## src/rtl/layered_color_mapper.sv

```systemverilog
// Layered color mapper: resolves prioritised sprite layers through a shared
// writable palette, applies per-layer hit-flash inversion and falls back to a
// ground/gradient background. Two-stage registered pipeline with delayed blank.
module layered_color_mapper #(
  parameter int          NUM_LAYERS   = 4,
  parameter int          IDX_W        = 4,
  parameter int          GROUND_Y     = 380,
  parameter logic [23:0] GROUND_RGB   = 24'h00FF00,
  parameter logic [7:0]  BG_RED       = 8'h3F,
  parameter int          FLASH_FRAMES = 8
) (
  input  logic                        Clk,
  input  logic                        Reset_n,
  input  logic [9:0]                  DrawX,
  input  logic [9:0]                  DrawY,
  input  logic                        blank_n,
  input  logic                        frame_start,
  input  logic [NUM_LAYERS-1:0]       layer_hit,
  input  logic [NUM_LAYERS*IDX_W-1:0] layer_idx,
  input  logic [NUM_LAYERS-1:0]       flash_trig,
  input  logic                        pal_we,
  input  logic [IDX_W-1:0]            pal_addr,
  input  logic [23:0]                 pal_wdata,
  output logic [7:0]                  VGA_R,
  output logic [7:0]                  VGA_G,
  output logic [7:0]                  VGA_B,
  output logic                        out_blank_n,
  output logic [NUM_LAYERS-1:0]       flash_active
);

  localparam int              PAL_DEPTH  = 1 << IDX_W;
  localparam int              LAYER_W    = (NUM_LAYERS > 1) ? $clog2(NUM_LAYERS) : 1;
  localparam int              CNT_W      = $clog2(FLASH_FRAMES + 1);
  localparam logic [CNT_W-1:0] FLASH_LOAD = CNT_W'(FLASH_FRAMES);
  localparam logic [9:0]      GROUND_Y_L = 10'(GROUND_Y);

  logic [23:0]        palette [PAL_DEPTH];
  logic [CNT_W-1:0]   flash_cnt [NUM_LAYERS];

  logic               hit_any;
  logic [LAYER_W-1:0] hit_layer;
  logic [IDX_W-1:0]   hit_idx;
  logic [23:0]        bg_rgb;

  logic               s1_valid;
  logic [LAYER_W-1:0] s1_layer;
  logic [IDX_W-1:0]   s1_idx;
  logic [23:0]        s1_bg;
  logic               s1_blank_n;

  logic [23:0]        color_next;
  logic               unused_bits;

  // The low three column bits only matter at finer than 8-pixel gradient steps.
  assign unused_bits = ^DrawX[2:0];

  // Priority encoder: scanning downward lets the lowest hitting layer win.
  always_comb begin
    hit_any   = |layer_hit;
    hit_layer = '0;
    hit_idx   = '0;
    for (int i = NUM_LAYERS - 1; i >= 0; i--) begin
      if (layer_hit[i]) begin
        hit_layer = LAYER_W'(i);
        hit_idx   = layer_idx[i*IDX_W +: IDX_W];
      end
    end
  end

  // Background: flat ground below the horizon, otherwise a blue column gradient.
  always_comb begin
    bg_rgb = {BG_RED, 8'h00, 8'h7F - {1'b0, DrawX[9:3]}};
    if (DrawY >= GROUND_Y_L) begin
      bg_rgb = GROUND_RGB;
    end
  end

  // Palette storage; reads see the pre-write contents within the write cycle.
  always_ff @(posedge Clk or negedge Reset_n) begin
    if (!Reset_n) begin
      for (int i = 0; i < PAL_DEPTH; i++) begin
        palette[i] <= '0;
      end
    end else if (pal_we) begin
      palette[pal_addr] <= pal_wdata;
    end
  end

  // Per-layer flash counters: a trigger reloads, frame pulses count down to zero.
  always_ff @(posedge Clk or negedge Reset_n) begin
    if (!Reset_n) begin
      for (int i = 0; i < NUM_LAYERS; i++) begin
        flash_cnt[i] <= '0;
      end
    end else begin
      for (int i = 0; i < NUM_LAYERS; i++) begin
        if (flash_trig[i]) begin
          flash_cnt[i] <= FLASH_LOAD;
        end else if (frame_start && (flash_cnt[i] != '0)) begin
          flash_cnt[i] <= flash_cnt[i] - 1'b1;
        end
      end
    end
  end

  // Registered status flags, one cycle behind the counters.
  always_ff @(posedge Clk or negedge Reset_n) begin
    if (!Reset_n) begin
      flash_active <= '0;
    end else begin
      for (int i = 0; i < NUM_LAYERS; i++) begin
        flash_active[i] <= (flash_cnt[i] != '0);
      end
    end
  end

  // Stage 1: capture the layer selection, background and blank for this pixel.
  always_ff @(posedge Clk or negedge Reset_n) begin
    if (!Reset_n) begin
      s1_valid   <= 1'b0;
      s1_layer   <= '0;
      s1_idx     <= '0;
      s1_bg      <= '0;
      s1_blank_n <= 1'b0;
    end else begin
      s1_valid   <= hit_any;
      s1_layer   <= hit_layer;
      s1_idx     <= hit_idx;
      s1_bg      <= bg_rgb;
      s1_blank_n <= blank_n;
    end
  end

  // Stage 2 color: palette lookup with live flash state, background, then blanking.
  always_comb begin
    color_next = s1_bg;
    if (s1_valid) begin
      color_next = palette[s1_idx];
      if (flash_cnt[s1_layer] != '0) begin
        color_next = ~color_next;
      end
    end
    if (!s1_blank_n) begin
      color_next = '0;
    end
  end

  // Stage 2 register: drive the VGA pins and the aligned blank.
  always_ff @(posedge Clk or negedge Reset_n) begin
    if (!Reset_n) begin
      VGA_R       <= '0;
      VGA_G       <= '0;
      VGA_B       <= '0;
      out_blank_n <= 1'b0;
    end else begin
      {VGA_R, VGA_G, VGA_B} <= color_next;
      out_blank_n           <= s1_blank_n;
    end
  end

endmodule
```

## config.mk

```make
export PLATFORM = sky130hd
export DESIGN_NAME = layered_color_mapper
export DESIGN_NICKNAME = d
export VERILOG_FILES = /design/src/rtl/layered_color_mapper.sv
export SDC_FILE = /design/constraint.sdc
export NUM_CORES = 1
export LEC_CHECK = 0
export ABC_AREA = 0
export CAP_MARGIN = 20
export CORE_AREA = 5 5 255 257
export DETAILED_ROUTE_END_ITERATION = 10
export DIE_AREA = 0 0 260 262
export GPL_ROUTABILITY_DRIVEN = 0
export HOLD_SLACK_MARGIN = 0.05
export MAX_ROUTING_LAYER = met4
export SLEW_MARGIN = 40
export SYNTH_ARGS = -nofsm -noshare
export SYNTH_HDL_FRONTEND = slang
export SYNTH_SLANG_ARGS = --single-unit
```

## constraint.sdc

```tcl
create_clock -name Clk -period 2.4 [get_ports Clk]
set_input_delay 0.72 -clock Clk [delete_from_list [all_inputs] [get_ports Clk]]
set_output_delay 0.72 -clock Clk [all_outputs]
set_load 0.02 [all_outputs]
```

# ---- Yosys cells after proc, flatten, opt, wreduce, memory -nomap -nowiden
# Index checks and enable logic that the tools add are counted.
dict set report op_classes {
  n_mux 29
  n_eq_ne 0
  add_sub_neg 5
  shifts 0
  n_reduce_logical 15
  n_bitwise 4
  n_lt_le_gt_ge 5
  div_mod_pow 0
  mul 0
}
# cell n
set ops {}
lappend ops {{384-bit bitwise mux} 1}
lappend ops {{24-bit two-way mux} 6}
lappend ops {{24-bit binary-select mux with 4-bit select} 1}
lappend ops {{24-bit demux with 4-bit select} 1}
lappend ops {{4-bit two-way mux} 14}
lappend ops {{24-bit inverter} 1}
lappend ops {{22-bit two-way mux} 1}
lappend ops {{4-bit nonzero test} 5}
lappend ops {{4-bit by 1-bit subtractor with 4-bit output, second input constant} 4}
lappend ops {{10-bit by 9-bit greater-or-equal comparator with 1-bit output, second input constant} 1}
lappend ops {{5-bit greater-or-equal comparator, second input constant} 2}
lappend ops {{4-bit inverter with 5-bit output} 2}
lappend ops {{4-bit binary-select mux with 2-bit select} 1}
lappend ops {{2-bit two-way mux} 4}
lappend ops {{2-bit nonzero test} 4}
lappend ops {{7-bit by 7-bit subtractor with 8-bit output, first input constant} 1}
lappend ops {{1-bit logical AND} 5}
lappend ops {{5-bit by 1-bit < comparator with 1-bit output, second input constant} 1}
lappend ops {{4-bit OR reduction} 1}
lappend ops {{3-bit greater-or-equal comparator, second input constant} 1}
lappend ops {{2-bit inverter with 3-bit output} 1}
dict set report word_totals {
  rom_bits 0
  inputBits 77
  out_inout_bits 29
  n_memories 0
  register_bits 461
  latchBits 0
  ram_bits 0
}

# ---- Logic depth before layout (Yosys ltp)
# Gate-level depths: netlist of run 1.
dict set report logic_depth {
  depth_word 8
  ltp_mapped 8
}

# ---- Least setup slack after synthesis of run 1
# No wires, ideal clock.
dict set report synth_path {
  path_type {in2reg}
  from {input port pal_addr[0]}
  to {register palette[229] in the netlist's numbering}
  t_required_ps 2275
  setup_ps 125
  path_slack_ps 222
  t_arrival_ps 2053
  stages 5
  path_cell_list {clkbuf_1 > nand2b_1 > nor2_1 > clkbuf_1 > mux2_2}
}
dict set report synth_between {
  elab_chain_len 6
  word_cells_on_any_way 7
  cone_classes {order compare: 2; mux: 3; bitwise: 1; reduce/logical: 1}
}
# item line_no
set synth_lines {}
lappend synth_lines {{start: declaration} 22} ;# input logic [IDX_W-1:0] pal_addr,
lappend synth_lines {{4-bit inverter with 5-bit output (implied by the code) *} 85} ;# palette[pal_addr] <= pal_wdata;
lappend synth_lines {{5-bit greater-or-equal comparator (implied by the code) or 5-bit by 1-bit < comparator with 1-bit output (tied branches)} 85}
lappend synth_lines {{1-bit logical AND (implied by the code)} 85}
lappend synth_lines {{24-bit two-way mux (implied by the code)} 85}
lappend synth_lines {{24-bit demux with 4-bit select *} 85}
lappend synth_lines {{384-bit bitwise mux *} 85}
lappend synth_lines {{end signal: indexed assignment} 85}
lappend synth_lines {{end: declaration} 37} ;# logic [23:0] palette [PAL_DEPTH];
# Mark *: on every way between the ends. The rest lies on a longest branch, timed or not.
# A chain may end at the register's enable or synchronous reset.

# ---- Final worst setup path of run 1
dict set report layout_path {
  from {register s1_idx[0]}
  to {register VGA_G[5]}
}
dict set report layout_between {
  elab_chain_len 8
}
# item line_no
set layout_lines {}
lappend layout_lines {{start: declaration} 47} ;# logic [IDX_W-1:0] s1_idx;
lappend layout_lines {{start signal: assignment} 128} ;# s1_idx <= hit_idx;
lappend layout_lines {{4-bit inverter with 5-bit output (implied by the code) *} 138} ;# color_next = palette[s1_idx];
lappend layout_lines {{24-bit binary-select mux with 4-bit select *} 138}
lappend layout_lines {{24-bit two-way mux (implied by the code) * (2 in series)} 138}
lappend layout_lines {{24-bit inverter} 140} ;# color_next = ~color_next;
lappend layout_lines {{24-bit two-way mux *} 139} ;# if (flash_cnt[s1_layer] != '0) begin
lappend layout_lines {{24-bit two-way mux *} 137} ;# if (s1_valid) begin
lappend layout_lines {{24-bit two-way mux *} 143} ;# if (!s1_blank_n) begin
lappend layout_lines {{named net color_next[13]} 51} ;# logic [23:0] color_next;
lappend layout_lines {{end signal: assignment} 156} ;# {VGA_R, VGA_G, VGA_B} <= color_next;
lappend layout_lines {{end: declaration} 25} ;# output logic [7:0] VGA_G,
# The timed path passes the listed nets; every way through them passes the cells marked *. The select of a mux whose other input is x is not followed.

==> results of run 1 <==
-- per-layer routing --
layer / vias to the layer above / share of wire / global-route usage
met2: 190 / 0.51 / 0.2528
li1: 5039 / - / -
met5: - / 0 / -
met4: 0 / 0.019 / 0.03508
met3: 63 / 0.039 / 0.02488
met1: 6127 / 0.43 / 0.1919
-- what timing repair did --
action	4_1_cts	5_1_grt
endpoints found under the setup margin	0	6
resized for setup	0	5
endpoints found under the hold margin	0	0
-- worst max-delay path by stage --
stage	end	slack (ns)
2_1_floorplan	palette[229]	0.22
3_3_place_gp	palette[41]	-0.11
3_5_place_dp	palette[29]	-0.12
4_1_cts	VGA_R[3]	0.03
5_1_grt	VGA_G[4]	-0.02
6_report	VGA_G[5]	0.06
-- synthesized netlist by cell type, drive strengths merged, types with 2 or more instances --
cell | instances | area, sq um
a211oi | 4 | 30.03
a21boi | 4 | 30.03
a21oi | 16 | 80.08
a221oi | 8 | 120.1
a22o | 8 | 70.07
a22oi | 29 | 217.7
and2 | 2 | 12.51
and3 | 5 | 31.28
buf | 43 | 236.5
clkbuf | 61 | 230.2
dfrtp | 446 | 11160
ha | 8 | 100.1
inv | 10 | 37.54
mux2 | 384 | 4324
mux4 | 99 | 2230
nand2 | 36 | 135.1
nand2b | 4 | 25.02
nand3 | 17 | 85.08
nand3b | 7 | 52.55
nor2 | 43 | 161.4
nor2b | 5 | 31.28
nor3 | 4 | 20.02
nor3b | 2 | 15.01
o211ai | 13 | 97.59
o21ai | 8 | 40.04
o21bai | 3 | 22.52
or3 | 3 | 18.77
xnor2 | 12 | 105.1
xor2 | 5 | 43.79
-- cell type report --
| class | instances | area, sq um | share of cell area |
|---|---|---|---|
| diodes | 6 | 15.01 | 0.0006198 |
| clock buffers | 68 | 1428 | 0.05893 |
| clock inverters | 10 | 102.6 | 0.004235 |
| inverters | 10 | 37.54 | 0.001550 |
| multi-input cells | 734 | 8234 | 0.3399 |
| flip-flops and latches | 446 | 11170 | 0.4610 |
| well taps | 846 | 1059 | 0.04370 |
| repair buffers | 189 | 2181 | 0.09003 |
-- flip-flops by register name, indices dropped and copies added (netlist names) --
name          count
VGA_B             8
s1_layer          2
VGA_R             8
out_blank_n       1
s1_bg             9
s1_blank_n        1
VGA_G             8
s1_idx            4
palette         384
flash_active      4
s1_valid          1
flash_cnt        16
-- through the flow --
step / hold slack, ns / total power, mW / utilization / instance area, sq um / instances
global placement: 0.4548 / 14.11 / 0.3624 / 22650 / 2225
detailed placement: 0.4414 / 14.36 / 0.3624 / 22650 / 2225
floorplan: 0.3969 / 12.76 / - / 19810 / 1294
global route: 0.1280 / 22.46 / 0.3876 / 24220 / 2309
CTS: 0.1286 / 21.62 / 0.3868 / 24180 / 2303
finish: 0.1037 / 21.39 / 0.3876 / 24220 / 2309
-- power by group through the flow --
stage	clock [mW]	sequential [mW]	combinational (mW)
2_1_floorplan	0	9.95	2.81
3_3_place_gp	0	10.0	4.11
3_5_place_dp	0	10.1	4.23
4_1_cts	7.37	10.0	4.24
5_1_grt	7.67	10.2	4.59
6_report	7.19	10.0	4.19
-- critical path: stages (launching register included) --
cell and delay (ns):
dfrtp_4 0.52, buf_12 0.17, mux4_2 0.52, a22o_1 0.28, a221oi_4 0.28, xnor2_1 0.16, a21oi_1 0.09, buf_4 0.18
-- cell families (layout without fill, tap and decap cells) --
kind of cell / count (synthesis) / count (layout)
AOI/OAI and AO/OA: 97 / 97
xor gates and xnor gates: 17 / 17
adders and majority gates: 8 / 8
buffers and inverters: 114 / 277
DFF: 446 / 446
muxes: 483 / 483
other: 0 / 6
and+or+nand+nor: 129 / 129
==> results.tsv, run 1 <==
metric	value	unit
seq_area_frac_synth	0.5635	
r2r_slack	0.06	ns
setup_viol	0	
p_sw	5.445	mW
ys_ff_latch	446	
synth_area_per_cell	15.31	sq um
skew	0.01256	ns
grt_first_pass_wirelength	77000	um
grt_max_degree	59	
power_density	883.0	mW/mm^2
num_vias	11419	
synthFlopType	dfrtp_1	
hold_viol_final	0	
firstDrtPassIters	5	
die_h	262	um
period_share	0.9736	
power_leakage	10.14	nW
tightest_slew	0.6141	ns
cts.htree.levels	2	
cts.path.max_buffers	3	
synth.distinct_cells	40	
r2r_cells	7	
drt_iter0_drc	671	
wl_per_cell	21.33	um
ys_warn_count	0	
worstReg2RegStart	s1_idx[0]	
p_clk_frac	0.336	
timing.fmax	428.0	MHz
cts_buffers	46	
drive_gt1_frac	0.3178	
rsz0062_at_grt	yes	
ir_worst_vdd	447.9	uV
fp-row-count	92	
internal-power	15.95	mW
fin_ws	0.06342	ns
grt_pass1_vias	12477	
status	finished clean	
globalRoute.totalOverflow	0	
min_period	2.337	ns
critical_path.startpoint	s1_idx[0]	
cts_setup_buffers	0	
core_area	0.06250	sq mm
fp.dieW	260	um
cts_tree	built	
final_antenna_net_count	0	
required	2.83	ns
worst-setup-path-type	flop to flop	
synth.cell_area	0.01981	sq mm
num_io_pins	106	
slew_violations	0	
die_area	0.06812	sq mm
r2r-end	VGA_G[5]	
synth-edff-count	0	
fin_tns_setup	0	ns
nNetsFinal	1512	
antenna_found_initial	6	
holdBufCountCts	0	
clockRootBuffer	clkbuf_16	
combPwrFrac	0.196	
io_buffers	100	
routed_wl	49240	um
crit_fanout	9	
layout_commonest_cell	dfrtp_1	
syn-instance-count	1294	
vias_per_cell	4.945	
dp_slack	-0.1213	ns
synth_top_family_by_area	multiplexers	
syn_nets	1379	
drc	0	
drv_cap	0	
most-common-layout-cells	dfrtp_1, mux2_1, mux2_2	
synthAdderAreaFrac	0.005054	
p_sw_frac	0.2546	
start_kind	flop	
min_path_type	primary input to async pin	
globalRouteTotalUtil	0.1499	
synthSimpleGateAreaFrac	0.03001	
clkSinkCount	446	
dp_hpwl	31780	um
syn2layout_area_growth	22.31	%
critPathArrivalTime	2.77	ns
synthMuxAreaShare	0.3309	
fill_cells	5706	
relSlewSlack	0.5893	
synth_compound_area_frac	0.03753	
p_seq_frac	0.468	
synth_xor_area_frac	0.007518	
worstSetupEndpointType	flop	
async_reset_ff_frac	1.000	
clk_latency	0.56	ns
cts.clk_slew.worst_paths	0.06	ns
initial_core_util	0.3169	
No activity file was read; power rests on OpenSTA's default activity.
==> run 2: changes to the inputs <==
- CAP_MARGIN: 20 -> 0
- GPL_ROUTABILITY_DRIVEN: 0 -> not set
- SKIP_LAST_GASP: not set -> 1
==> results.tsv, run 2 (synthesis results as in run 1) <==
metric	value	unit	change
syn2layout_area_growth	22.22	%	about the same
setup_viol	0		unchanged
fin_tns_setup	0	ns	unchanged
routed_wl	49170	um	-0.14%
status	finished clean		
crit_fanout	9		unchanged
fp-row-count	92		unchanged
die_h	262	um	unchanged
fp.dieW	260	um	unchanged
cp_slowest_cell	dfrtp_4		
power	21.36	mW	-0.12%
cts_setup_buffers	0		unchanged
worstReg2RegStart	s1_idx[0]		
stdcell_area	0.02421	sq mm	about the same
start_kind	flop		
initial_core_util	0.3169		unchanged
drt_iter0_drc	646		-3.7%
worst-setup-path-type	flop to flop		
p_sw_frac	0.2540		-0.0005515
fin_ws	0.009048	ns	-0.05437 ns
core_area	0.06250	sq mm	unchanged
ctsResizeCount	0		unchanged
drc	0		unchanged
power_density	882.6	mW/mm^2	about the same
drive_gt1_frac	0.3178		unchanged
drv_cap	0		unchanged
timing.fmax	418.2	MHz	-2.3%
grt_max_degree	59		unchanged
critPathArrivalTime	2.82	ns	+0.05 ns
period_share	0.9962		+0.02265
ir_worst_vdd	447.2	uV	-0.14%
gp_congestion	0.7525		
cts.htree.levels	2		unchanged
num_vias	11423		+0.035%
largest_reg_flops	384		unchanged
holdBufCountCts	0		unchanged
critPathMaxStageDelay	0.52	ns	about the same
antenna_found_initial	6		unchanged
fill_cells	5711		+0.088%
nNetsFinal	1512		unchanged
internal-power	15.94	mW	about the same
slew_violations	0		unchanged
required	2.83	ns	about the same
p_clk_frac	0.336		about the same
r2r-end	VGA_G[5]		
final_antenna_net_count	0		unchanged
path_cells	buf_12 > mux4_2 > a22o_1 > a221oi_2 > xnor2_1 > a21oi_1 > buf_4		
dp_slack	-0.1213	ns	unchanged
relSlewSlack	0.5944		+0.005143
largest-register	palette		
min_path_type	primary input to async pin		
grt_first_pass_wirelength	77000	um	unchanged
clk_latency	0.55	ns	about the same
combPwrFrac	0.196		about the same
power_leakage	10.13	nW	about the same
wl_per_cell	21.29	um	-0.14%
cts_buffers	46		unchanged
r2r_cells	7		unchanged
worstSetupEndpointType	flop		
multi_input_area	0.008223	sq mm	-0.14%
globalRouteTotalUtil	0.1499		unchanged
cts.path.max_buffers	3		unchanged
post_dp_cell_area	0.02265	sq mm	unchanged
most-common-layout-cells	dfrtp_1, mux2_1, mux2_2		
cts_tree	built		
skew	0.01395	ns	+0.001388 ns
io_buffers	100		unchanged
globalRoute.totalOverflow	0		unchanged
layout_commonest_cell	dfrtp_1		
r2r_slack	0.009	ns	-0.05 ns
seqCellArea	0.01117	sq mm	unchanged
firstDrtPassIters	4		-1
clockRootBuffer	clkbuf_16		
num_io_pins	106		unchanged
tightest_slew	0.6064	ns	-0.007690 ns
die_area	0.06812	sq mm	unchanged
grt_pass1_vias	12477		unchanged
whs	0.1063	ns	+0.002558 ns
min_period	2.391	ns	+0.05437 ns
p_sw	5.427	mW	-0.34%
top_regs	palette x384, flash_cnt x16, s1_bg x9		
hold_viol_final	0		unchanged
clkSinkCount	446		unchanged
vias_per_cell	4.947		about the same
p_seq_frac	0.468		about the same
cts.clk_slew.worst_paths	0.06	ns	about the same
dp_hpwl	31780	um	unchanged
rsz0062_at_grt	yes		
## run 2: layout make-up
cell class / instances / area share
Antenna cell: 6 / 0.0006203
Clock buffer: 68 / 0.05898
Clock inverter: 10 / 0.004239
Inverter: 10 / 0.001551
Multi-Input combinational cell: 734 / 0.3397
Sequential cell: 446 / 0.4614
Tap cell: 846 / 0.04373
Timing Repair Buffer: 189 / 0.08979
## run 2: worst max-delay path by stage
stage,start,end,slack (ns),cells after the start
floorplan,pal_addr[0],palette[229],0.22,5
global placement,pal_addr[0],palette[41],-0.11,5
detailed placement,pal_addr[0],palette[29],-0.12,5
CTS,s1_idx[0],VGA_R[3],0.03,7
global route,s1_idx[0],VGA_B[2],-0.03,7
finish,s1_idx[0],VGA_G[5],0.009,7
## run 2: through the flow
stage               utilization  std cells
floorplan                     -       1294
global placement         0.3624       2225
detailed placement       0.3624       2225
CTS                      0.3868       2303
global route             0.3873       2309
finish                   0.3873       2309
## run 2: metal layers
metal | wire length [um] | GRT usage | vias to the layer above
met5 | 0 | - | -
met4 | 966 | 0.03508 | 0
met3 | 2089 | 0.02488 | 66
met2 | 24940 | 0.2528 | 205
met1 | 21180 | 0.1919 | 6107
li1 | - | - | 5045
## run 2: power by group through the flow
| stage | sequential, mW | clock, mW | combinational, mW |
|---|---|---|---|
| after floorplan | 9.95 | 0 | 2.81 |
| after global placement | 10.0 | 0 | 4.11 |
| after detailed placement | 10.1 | 0 | 4.23 |
| after CTS | 10.0 | 7.37 | 4.24 |
| after global routing | 10.2 | 7.67 | 4.58 |
| final | 10.0 | 7.18 | 4.18 |
## run 2: critical path, delay by kind of cell (launching register included)
kind / cells / cell delay (ns)
muxes: 1 / 0.52
AOI/OAI and AO/OA: 3 / 0.69
DFF: 1 / 0.52
buffers and inverters: 2 / 0.35
xor gates and xnor gates: 1 / 0.17
==> run 3: changes to the inputs <==
--- a/config.mk
+++ b/config.mk
@@ -13,4 +13,5 @@
 export HOLD_SLACK_MARGIN = 0.05
 export MAX_ROUTING_LAYER = met4
+export SETUP_SLACK_MARGIN = 0.3
 export SKIP_LAST_GASP = 1
 export SLEW_MARGIN = 40
==> constraint.sdc (replaced) <==
create_clock -name Clk -period 2.4 [get_ports Clk]
set_input_delay 0.72 -clock Clk [delete_from_list [all_inputs] [get_ports Clk]]
set_output_delay 0.72 -clock Clk [all_outputs]
set_load 0.1 [all_outputs]
==> results.tsv, run 3 (synthesis results as in run 1) <==
metric	value	unit	change
fp-row-count	92		unchanged
start_kind	flop		
power_leakage	10.34	nW	+2.1%
globalRoute.totalOverflow	0		unchanged
wl_per_cell	21.83	um	+2.5%
vias_per_cell	5.016		+1.4%
path_cells	buf_12 > buf_12 > buf_16 > buf_6 > mux4_2 > a221oi_2 > xnor2_1 > a21oi_2		
drive_gt1_frac	0.3679		+0.05011
core_area	0.06250	sq mm	unchanged
final_antenna_net_count	0		unchanged
globalRouteTotalUtil	0.1548		+0.004938
finalNonFillerCells	2322		+0.56%
p_sw	6.249	mW	+15%
io_buffers	100		unchanged
skew	0.01780	ns	+0.003853 ns
internal-power	16.46	mW	+3.3%
rsz0062_at_grt	yes		
cts_buffers	48		+4.3%
setup_viol	0		unchanged
clkSinkCount	446		unchanged
grt_pass1_vias	12796		+2.6%
critPathArrivalTime	2.61	ns	-0.21 ns
combPwrFrac	0.217		+0.021
relSlewSlack	0.5027		-0.09174
drc	0		unchanged
syn2layout_area_growth	24.39	%	
hold_viol_final	0		unchanged
largest_reg_flops	384		unchanged
postLayoutCoreUtil	0.3941		+0.006866
period_share	0.9160		-0.08022
initial_core_util	0.3169		unchanged
gp_congestion	0.7542		+0.23%
fp.dieW	260	um	unchanged
p_seq_frac	0.441		-0.027
most-common-layout-cells	dfrtp_1, mux2_1, mux2_2		
drt_iter0_drc	678		+5.0%
cts.path.max_buffers	3		unchanged
cts.clk_slew.worst_paths	0.06	ns	about the same
crit_fanout	7		-2
cts_tree	built		
drv_cap	0		unchanged
timing.fmax	454.9	MHz	+8.8%
nNetsFinal	1525		+0.86%
antenna_found_initial	0		-6
whs	0.4718	ns	+0.3655 ns
top_regs	palette x384, flash_cnt x16, s1_bg x9		
die_h	262	um	unchanged
slew_violations	0		unchanged
num_io_pins	106		unchanged
grt_max_degree	95		+61%
required	2.81	ns	-0.02 ns
dp.cells	2213		-0.54%
worstSetupEndpointType	flop		
num_vias	11648		+2.0%
power_density	921.9	mW/mm^2	+4.4%
cp_slowest_cell	dfrtp_4		
critPathMostFrequentCell	buf_12		
worst-setup-path-type	flop to flop		
fin_tns_setup	0	ns	unchanged
firstDrtPassIters	4		unchanged
ir_worst_vdd	471.0	uV	+5.3%
p_sw_frac	0.2752		+0.02118
largest-register	palette		
min_path_type	flop to flop		
dp_hpwl	31150	um	-2.0%
layout_commonest_cell	dfrtp_1		
cts.htree.levels	2		unchanged
die_area	0.06812	sq mm	unchanged
critPathMaxStageDelay	0.51	ns	about the same
clockRootBuffer	clkbuf_16		
p_clk_frac	0.341		+0.005
diodes	0		-6
power	22.71	mW	+6.3%
grt_first_pass_wirelength	79030	um	+2.6%
status	finished clean		
min_period	2.198	ns	-0.1925 ns
clk_latency	0.57	ns	+0.02 ns
routed_wl	50690	um	+3.1%
tightest_slew	0.7460	ns	+0.1395 ns
-- run 3: path summary, 6_finish.rpt --
kind                            from      endpoint  slack, ns  depth (start not counted)
setup / recovery           s1_idx[0]      VGA_G[3]       0.20                          8
hold / removal              s1_bg[2]      VGA_B[2]       0.47                          2
setup reg to reg           s1_idx[0]      VGA_G[3]       0.20                          8
hold reg to reg             s1_bg[2]      VGA_B[2]       0.47                          2
max in group asynchronous    Reset_n      s1_bg[4]       1.03                          3
min in group asynchronous    Reset_n  palette[329]       0.60                          2
-- run 3: per-stage QoR --
stage	worst slack [ns]	instance area [sq um]
floorplan	0.2975	19820
global placement	-0.1395	22430
detailed placement	-0.1429	22430
CTS	0.1890	24440
global route	0.1521	24630
finish	0.2016	24630
-- run 3: cell type report --
cell class / instances / area [sq um]
clock buffer: 69 / 1421
clock inverter: 17 / 249.0
fill: 5706 / 37870
inverter: 10 / 37.54
multi-input combinational: 734 / 8368
sequential: 446 / 11170
tap: 846 / 1059
timing repair buffer: 200 / 2332
-- run 3: metal layers --
| layer | track usage | part of all wire |
|---|---|---|
| met5 | - | 0 |
| met4 | 0.03684 | 0.021 |
| met3 | 0.02969 | 0.052 |
| met2 | 0.2531 | 0.50 |
| met1 | 0.2022 | 0.43 |
-- run 3: what timing repair did --
action,CTS,global route
resized for setup,22,22
endpoints found under the hold margin,11,0
pin swaps,23,25
setup endpoints to repair,23,24
buffers inserted,13,3
hold buffers,1,0
cloned,4,2
-- run 3: critical path: cells and delay by family (launching register included) --
family | cells | cell delay, ns
XOR/XNOR | 1 | 0.18
AO/OA/AOI/OAI | 2 | 0.37
buffers and inverters | 4 | 0.55
flip-flops | 1 | 0.51
multiplexers | 1 | 0.43
-- run 3: power by group through the flow --
| stage | sequential (mW) | clock, mW | combinational, mW |
|---|---|---|---|
| after CTS | 10.0 | 7.97 | 4.92 |
| after floorplan | 10.5 | 0 | 2.81 |
| final | 10.0 | 7.75 | 4.94 |
| after global placement | 10.0 | 0 | 4.62 |
| after global routing | 10.2 | 8.29 | 5.32 |
| after detailed placement | 10.1 | 0 | 4.76 |
